===== src/rtl/mips_muldiv_unit.sv =====
// Iterative MIPS multiply/divide unit with architectural HI/LO registers.
// One shift-add or restoring-division step per cycle; result lands on hi/lo only at completion.
module mips_muldiv_unit #(
  parameter int Data_Width = 32,
  parameter int Cnt_Width  = $clog2(Data_Width)
) (
  input  logic                  clk,
  input  logic                  rst,
  input  logic                  start,
  input  logic [2:0]            op,
  input  logic [Data_Width-1:0] data_in1,
  input  logic [Data_Width-1:0] data_in2,
  output logic                  busy,
  output logic                  done,
  output logic                  div_by_zero,
  output logic [Data_Width-1:0] hi,
  output logic [Data_Width-1:0] lo
);

  localparam int W = Data_Width;
  localparam logic [Cnt_Width-1:0] CNT_LAST = Cnt_Width'(W - 1);

  typedef enum logic [1:0] {IDLE, RUN, DONE} state_t;

  state_t               state;
  state_t               state_nxt;
  logic [Cnt_Width-1:0] cnt;

  // Working register: multiply keeps {partial product, multiplier}; divide keeps {remainder, quotient}.
  logic [2*W:0]         acc;
  logic [W-1:0]         opnd;
  logic                 is_div;
  logic                 neg_q;
  logic                 neg_r;

  logic                 accept;
  logic                 op_mul;
  logic                 op_div;
  logic                 op_signed;
  logic                 op_dbz;
  logic                 s1;
  logic                 s2;
  logic [W-1:0]         mag1;
  logic [W-1:0]         mag2;

  logic [W:0]           mul_sum;
  logic [2*W:0]         mul_nxt;
  logic [2*W:0]         div_sh;
  logic [W:0]           div_diff;
  logic [2*W:0]         div_nxt;
  logic [2*W:0]         step;
  logic [2*W-1:0]       prod;
  logic [W-1:0]         res_hi;
  logic [W-1:0]         res_lo;

  function automatic logic [W-1:0] neg_w(input logic [W-1:0] x);
    return W'(0) - x;
  endfunction

  function automatic logic [2*W-1:0] neg_2w(input logic [2*W-1:0] x);
    return (2*W)'(0) - x;
  endfunction

  function automatic logic [W-1:0] magnitude(input logic [W-1:0] x, input logic sgn);
    return sgn ? neg_w(x) : x;
  endfunction

  always_comb begin
    accept    = start && (state != RUN);
    op_mul    = (op == 3'd0) || (op == 3'd1);
    op_div    = (op == 3'd2) || (op == 3'd3);
    op_signed = (op == 3'd0) || (op == 3'd2);
    op_dbz    = op_div && (data_in2 == '0);
    s1        = op_signed && data_in1[W-1];
    s2        = op_signed && data_in2[W-1];
    mag1      = magnitude(data_in1, s1);
    mag2      = magnitude(data_in2, s2);
  end

  always_comb begin
    mul_sum  = acc[0] ? (acc[2*W:W] + {1'b0, opnd}) : acc[2*W:W];
    mul_nxt  = {mul_sum, acc[W-1:0]} >> 1;
    div_sh   = {acc[2*W-1:0], 1'b0};
    div_diff = div_sh[2*W:W] - {1'b0, opnd};
    div_nxt  = div_diff[W] ? div_sh : {div_diff, div_sh[W-1:1], 1'b1};
    step     = is_div ? div_nxt : mul_nxt;
  end

  // Sign correction applied to the value the final step produces.
  always_comb begin
    prod = neg_q ? neg_2w(step[2*W-1:0]) : step[2*W-1:0];
    if (is_div) begin
      res_lo = neg_q ? neg_w(step[W-1:0]) : step[W-1:0];
      res_hi = neg_r ? neg_w(step[2*W-1:W]) : step[2*W-1:W];
    end else begin
      res_lo = prod[W-1:0];
      res_hi = prod[2*W-1:W];
    end
  end

  always_ff @(posedge clk) begin
    if (rst) state <= IDLE;
    else     state <= state_nxt;
  end

  always_comb begin
    state_nxt = IDLE;
    if (accept) begin
      case (op)
        3'd0, 3'd1: state_nxt = RUN;
        3'd2, 3'd3: state_nxt = op_dbz ? DONE : RUN;
        default:    state_nxt = IDLE;
      endcase
    end else if (state == RUN) begin
      state_nxt = (cnt == '0) ? DONE : RUN;
    end
  end

  always_comb begin
    busy = (state == RUN);
    done = (state == DONE);
  end

  always_ff @(posedge clk) begin
    if (rst) begin
      cnt         <= '0;
      div_by_zero <= 1'b0;
      hi          <= '0;
      lo          <= '0;
    end else begin
      div_by_zero <= accept && op_dbz;
      if (accept) begin
        if (op == 3'd4) hi <= data_in1;
        if (op == 3'd5) lo <= data_in1;
        if ((op_mul || op_div) && !op_dbz) cnt <= CNT_LAST;
      end else if (state == RUN) begin
        if (cnt == '0) begin
          hi <= res_hi;
          lo <= res_lo;
        end else begin
          cnt <= cnt - Cnt_Width'(1);
        end
      end
    end
  end

  // Datapath registers carry no reset; they are always loaded at accept before use.
  always_ff @(posedge clk) begin
    if (accept && (op_mul || (op_div && !op_dbz))) begin
      acc    <= {{(W+1){1'b0}}, (op_div ? mag1 : mag2)};
      opnd   <= op_div ? mag2 : mag1;
      is_div <= op_div;
      neg_q  <= s1 ^ s2;
      neg_r  <= s1 && op_div;
    end else if (state == RUN) begin
      acc <= step;
    end
  end

endmodule


===== config.mk =====
export PLATFORM = sky130hd
export DESIGN_NAME = mips_muldiv_unit
export DESIGN_NICKNAME = d
export VERILOG_FILES = /design/src/rtl/mips_muldiv_unit.sv
export SDC_FILE = /design/constraint.sdc
export NUM_CORES = 1
export LEC_CHECK = 0
export CORE_ASPECT_RATIO = 1.1
export CORE_UTILIZATION = 30
export CTS_CLUSTER_SIZE = 24
export DETAILED_ROUTE_END_ITERATION = 7
export PLACE_DENSITY = 0.5
export SLEW_MARGIN = 20
export SYNTH_ARGS = -nofsm -noshare
export SYNTH_HDL_FRONTEND = slang
export SYNTH_SLANG_ARGS = --single-unit

===== constraint.sdc =====
create_clock -name clk -period 7.3 [get_ports clk]
set_input_delay 1.46 -clock clk [delete_from_list [all_inputs] [get_ports clk]]
set_output_delay 1.46 -clock clk [all_outputs]
set_load 0.1 [all_outputs]

==> results of run 1 <==
==> layout make-up <==
| cell class | count | share of cell area, % |
|---|---|---|
| tap | 667 | 4.57 |
| clock inverter | 14 | 0.885 |
| timing repair buffer | 175 | 9.11 |
| inverter | 78 | 1.60 |
| multi-input combinational | 1691 | 58.8 |
| clock buffer | 18 | 2.47 |
| sequential | 172 | 22.5 |
==> worst min-delay path: cells and delay by family (launching register included) <==
family	cells	cell delay, ns
compound gates	1	0.06
flops	1	0.32
simple gates	1	0.05
==> path summary, 6_finish.rpt <==
| kind | to | slack, ns | cells past startpoint |
|---|---|---|---|
| worst max-delay path | hi[25]$_SDFFE_PP0P_ | 0.50 | 25 |
| worst min-delay path | acc[64]$_SDFFE_PP0P_ | 0.48 | 2 |
| worst max register to register | hi[25]$_SDFFE_PP0P_ | 0.50 | 25 |
| worst min register to register | acc[64]$_SDFFE_PP0P_ | 0.48 | 2 |
==> placed cells by master, fill, tap and decap left out, types with 64 or more instances in the layout <==
cell type	synthesis	final
xnor2_1	91	91
o21ai_0	146	146
clkdlybuf4s50_1	0	135
a21oi_1	220	220
dfxtp_1	105	105
mux2i_1	66	66
nor2_1	203	203
nor3_1	64	64
nand3_1	66	66
edfxtp_1	67	67
inv_1	75	73
nand2_1	240	239
ha_1	71	71
==> through the flow <==
stage	total power, uW	instance area (sq um)	setup slack [ns]	hold slack, ns	utilization [%]
detailed placement	4460	17600	0.649	0.470	34.3
finish	5490	18200	0.498	0.478	35.4
floorplan	3360	15700	1.25	0.449	-
global route	5760	18200	0.0569	0.518	35.4
global placement	4460	17600	0.655	0.461	34.3
CTS	5450	18200	0.586	0.480	35.4
==> layer usage <==
metal	vias up	share of wire, %	GRT usage, %
li1	7694	-	-
met1	8054	42	33.9
met2	642	48	44.5
met3	152	5.1	2.93
met4	2	4.8	11.8
met5	-	0.024	0
==> registers in the layout, indices dropped and copies added, names as in the netlist <==
name	flops
acc	65
hi	32
lo	32
opnd	32
cnt	5
state	2
div_by_zero	1
is_div	1
neg_q	1
neg_r	1
==> power by group <==
part / switching, uW / total [uW] / leakage (uW) / internal, uW
combinational: 2170 / 3200 / 0.00492 / 1030
clock: 499 / 984 / 0.000302 / 484
sequential: 161 / 1300 / 0.00149 / 1140
==> logic make-up after synthesis <==
family | synth area share, %
simple gates | 22.6
compound gates | 26.9
buf+inv | 5.57
flops | 26.2
xor+xnor | 8.08
mux | 4.78
fa+ha+maj | 5.91
==> run_results.csv, run 1 <==
group,metric,value,unit
grt,gr-total-overflow,0,
synth,yosysTopAreaCell,"dfxtp_1",
detailed_routing,vias,16500,
synth,yosys-top-cells-area,"dfxtp_1 (13%), edfxtp_1 (13%), a21oi_1 (7.0%), nand2_1 (5.7%), ha_1 (5.7%)",
floorplan,pin_count,137,
cts,clockRootBuffer,"clkbuf_16",
setup_path,path_common_cell,"buf_4",
synth,synth_commonest_cells,"nand2_1 (240), a21oi_1 (220), nor2_1 (203), o21ai_0 (146), dfxtp_1 (105)",
setup_path,crit_fanout,31,
cells_and_area,area_delta_synth_final,16.1,%
detailed_routing,drt_iter0_drc,1464,
setup_path,crit_slowest_cell,"a311oi_1",
sta,slew_viol_final,0,
floorplan,die_area,0.0533,sq mm
sta,fin_tns_setup,0,ns
cts,htree_levels,4,
synth,syn_nets,2209,
cts,cts_tree,"built",
place,dp_hpwl,56.1,mm
synth,synthCells,2066,
cells_and_area,multi_input_comb_area,0.0107,sq mm
cts,cts_sinks,172,
synth,synthFlopType,"dfxtp_1",
pwr,cellLeakagePower,0.00671,uW
setup_path,cpPeakStageDelay,0.52,ns
grt,grt_util_all_layers,26.6,%
synth,synth-edff-count,67,
synth,synth-seq-cells,172,
flow_run,maxCapViolCount,0,
place,io_buffers,136,
cts,clk_pin_slew,0.08,ns
floorplan,die_h,242,um
setup_path,startpoint,"acc[40]$_SDFFE_PP0P_",
detailed_routing,routed_wl,71.6,mm
floorplan,initial_core_util,30.5,%
detailed_routing,viasPerCell,5.88,
sta,period_minus_slack,6.80,ns
grt,antenna_found_initial,4,
sta,hold_viol,0,
detailed_routing,firstDrtPassIters,8,
sta,worst_pin_slew,1.15,ns
cts,clk_latency,0.48,ns
cts,cts_buffers,17,
min_path,hp-class,"reg2reg",
sta,clock.fmax,147,MHz
cells_and_area,layout-drive-gt1-share,6.19,%
pwr,p_per_area,301,mW/mm^2
setup_path,crit_family,"compound AO/OA/AOI/OAI gates",
cells_and_area,diodes,0,
sta,rsz0062_at_grt,"no",
synth,yosys.area.top_type_share,13.4,%
grt,grt_pass1_vias,15700,
cells_and_area,layout.nets,2278,
grt,grt_max_degree,104,
synth,postSynth.asyncResetShare,0,%
synth,ys_warn_count,0,
cells_and_area,fin_cells,2815,
cells_and_area,register_area,0.00411,sq mm
setup_path,critPathArrivalTime,7.18,ns
sta,setup_viol,0,
place,dp.cells,2783,
synth,avgSynthCellArea,7.61,sq um
pwr,vdd_ir_drop_max,170,uV
cts,cts_hold_buffers,0,
place,gp_congestion,0.950,
floorplan,rows,87,
setup_path,worstPathRequired,7.68,ns
cts,post_cts_resized,0,
sta,period_share,93.2,%
synth,ys_seq_area_share,26.2,%
setup_path,cp-end-kind,"register",
detailed_routing,wl_per_cell,25.5,um
cts,clk_path_buf_depth,2,
setup_path,worstPathBufferInverterCount,4,
sta,skew,0.0120,ns
floorplan,die_w,220,um
setup_path,critPathKind,"reg2reg",
synth,syn_area,0.0157,sq mm
sta,relSlewSlack,21.3,%
cells_and_area,fillerInstances,5405,
setup_path,worstSetupStartpointType,"register",
detailed_routing,drc_errors,0,
synth,synth_cell_types,107,
setup_path,r2r_start,"acc[40]$_SDFFE_PP0P_",
synth,synth_most_common_cell,"nand2_1",
outcome,status,"finished, final reports clean",
floorplan,coreArea,0.0515,sq mm
min_path,hold_start,"acc[64]$_SDFFE_PP0P_",
cts,post_cts_buffers,0,
grt,grt_pass1_wl,104,mm
detailed_routing,ant_nets,0,
(Power assumes the default switching activity.)
==> run 2: changes to the inputs <==
Settings changed: SLEW_MARGIN 20 to 10.
==> results of run 2 <==
Same layout as run 1: the final DEF is identical, and so are final timing and power.
==> run 3: changes to the inputs <==
Settings changed: CELL_PAD_IN_SITES_DETAIL_PLACEMENT from default to 1, CELL_PAD_IN_SITES_GLOBAL_PLACEMENT from default to 1, GPL_TIMING_DRIVEN from default to 0, PLACE_DENSITY 0.5 to 0.62.
==> run_results.csv, run 3 (synthesis gave the netlist of run 1 again) <==
group,metric,value,unit
outcome,status,"finished, final reports clean",
grt,grt_util_all_layers,29.5,%
cts,cts_buffers,17,
cells_and_area,diodes,0,
cells_and_area,layout-drive-gt1-share,5.87,%
detailed_routing,viasPerCell,5.97,
detailed_routing,firstDrtPassIters,5,
grt,antenna_found_initial,0,
cells_and_area,layout.nets,2361,
place,place_area,0.0179,sq mm
detailed_routing,vias,17300,
setup_path,worstPathRequired,7.69,ns
sta,skew,0.0261,ns
grt,grt_max_degree,33,
cells_and_area,fillerInstances,6276,
floorplan,die_h,242,um
cts,clockRootBuffer,"clkbuf_16",
setup_path,cp-end-kind,"register",
floorplan,die_w,220,um
cts,clk_path_buf_depth,2,
setup_path,critPathArrivalTime,7.45,ns
detailed_routing,drc_errors,0,
sta,worst_pin_slew,1.01,ns
cells_and_area,final_area,0.0186,sq mm
cts,cts_hold_buffers,0,
place,io_buffers,132,
sta,slew_viol_final,0,
floorplan,coreArea,0.0515,sq mm
sta,period_share,96.7,%
setup_path,worstSetupStartpointType,"register",
pwr,p_per_area,296,mW/mm^2
setup_path,startpoint,"opnd[21]$_DFFE_PP_",
sta,hold_viol,0,
sta,rsz0062_at_grt,"no",
floorplan,rows,87,
setup_path,crit_slowest_cell,"edfxtp_1",
cells_and_area,final_common_cell,"nand2_1",
sta,setup_viol,0,
place,dp_hpwl,64.9,mm
floorplan,die_area,0.0533,sq mm
min_path,hp-class,"reg2reg",
min_path,whs_path_depth,2,
pwr,cellLeakagePower,0.00681,uW
place,gp_congestion,0.944,
setup_path,crit_fanout,10,
cts,cts_sinks,172,
cts,clk_pin_slew,0.07,ns
sta,relSlewSlack,31.5,%
cells_and_area,area_delta_synth_final,18.5,%
cells_and_area,regMostFlops,"acc",
detailed_routing,ant_nets,0,
grt,grt_pass1_vias,17500,
floorplan,initial_core_util,30.5,%
setup_path,r2r_start,"opnd[21]$_DFFE_PP_",
cells_and_area,largest_reg_flops,65,
grt,gr-total-overflow,0,
setup_path,r2r_cells,28,
sta,period_minus_slack,7.06,ns
flow_run,maxCapViolCount,0,
cts,cts_tree,"built",
sta,clock.fmax,142,MHz
pwr,vdd_ir_drop_max,172,uV
setup_path,critPathKind,"reg2reg",
cts,htree_levels,4,
detailed_routing,routed_wl,79.1,mm
floorplan,pin_count,137,
grt,grt_pass1_wl,115,mm
cts,clk_latency,0.49,ns
detailed_routing,drt_iter0_drc,1138,
cells_and_area,final_cell_mix,"nand2_1 (239), a21oi_1 (214), nor2_1 (203)",
sta,fin_tns_setup,0,ns
min_path,hold_start,"hi[13]$_SDFFE_PP0P_",
setup_path,cpPeakStageDelay,0.57,ns
detailed_routing,wl_per_cell,27.3,um
-- run 3: cell types whose count changed in the layout (fill, tap and decap cells not counted), sizes merged --
| cell | delta |
|---|---|
| bufinv | +1 |
| buf | -10 |
| inv | -7 |
| clkdlybuf4s50 | -3 |
| dlygate4sd1 | +1 |
| clkinvlp | +2 |
| clkbuf | +98 |
| dlymetal6s4s | +1 |
-- run 3: where the power goes --
part / switching, uW / internal [uW] / leakage (uW)
registers: 194 / 1140 / 0.00149
logic: 2230 / 1010 / 0.00504
clock network: 426 / 508 / 0.000282
-- run 3: area by class of cell --
cell class | count | area [sq um] | area share (%)
sequential | 172 | 4120 | 22.1
multi-input combinational | 1691 | 10900 | 58.3
timing repair buffer | 136 | 1360 | 7.32
tap | 667 | 835 | 4.48
buffer | 122 | 578 | 3.10
clock inverter | 10 | 87.6 | 0.470
clock buffer | 22 | 487 | 2.61
inverter | 78 | 293 | 1.57
-- run 3: what timing repair did --
item,in CTS,in global routing
pin swaps,2,4
setup endpoints to repair,36,13
setup buffers,2,1
gates resized for setup,17,17
-- run 3: critical path, delay by kind of cell (launching register included) --
family	cells	cell delay (ns)
AOI/OAI and AO/OA	10	2.21
xor gates and xnor gates	1	0.32
adders and majority gates	3	0.79
buffers and inverters	4	0.60
DFF	1	0.57
and+or+nand+nor	10	2.45
-- run 3: path summary, 6_finish.rpt --
| kind | to | slack, ns |
|---|---|---|
| min reg2reg | hi[13]$_SDFFE_PP0P_ | 0.49 |
| max | hi[12]$_SDFFE_PP0P_ | 0.24 |
| min | hi[13]$_SDFFE_PP0P_ | 0.49 |
| max reg2reg | hi[12]$_SDFFE_PP0P_ | 0.24 |
-- run 3: per-stage QoR --
step / std cells / hold WS (ns) / setup WS, ns / total power, uW / utilization (%)
floorplan: 2066 / 0.449 / 1.25 / 3360 / -
global placement: 2865 / 0.471 / -1.27 / 4430 / 34.7
detailed placement: 2866 / 0.471 / -1.27 / 4470 / 34.8
CTS: 2898 / 0.479 / 0.00384 / 5440 / 36.0
global route: 2898 / 0.504 / 0.00924 / 5770 / 36.2
finish: 2898 / 0.488 / 0.240 / 5510 / 36.2
-- run 3: metal layers --
metal | part of all wire [%] | GRT usage, %
met1 | 42 | 36.0
met2 | 48 | 50.0
met3 | 4.6 | 4.08
met4 | 5.5 | 15.0
met5 | 0 | 0
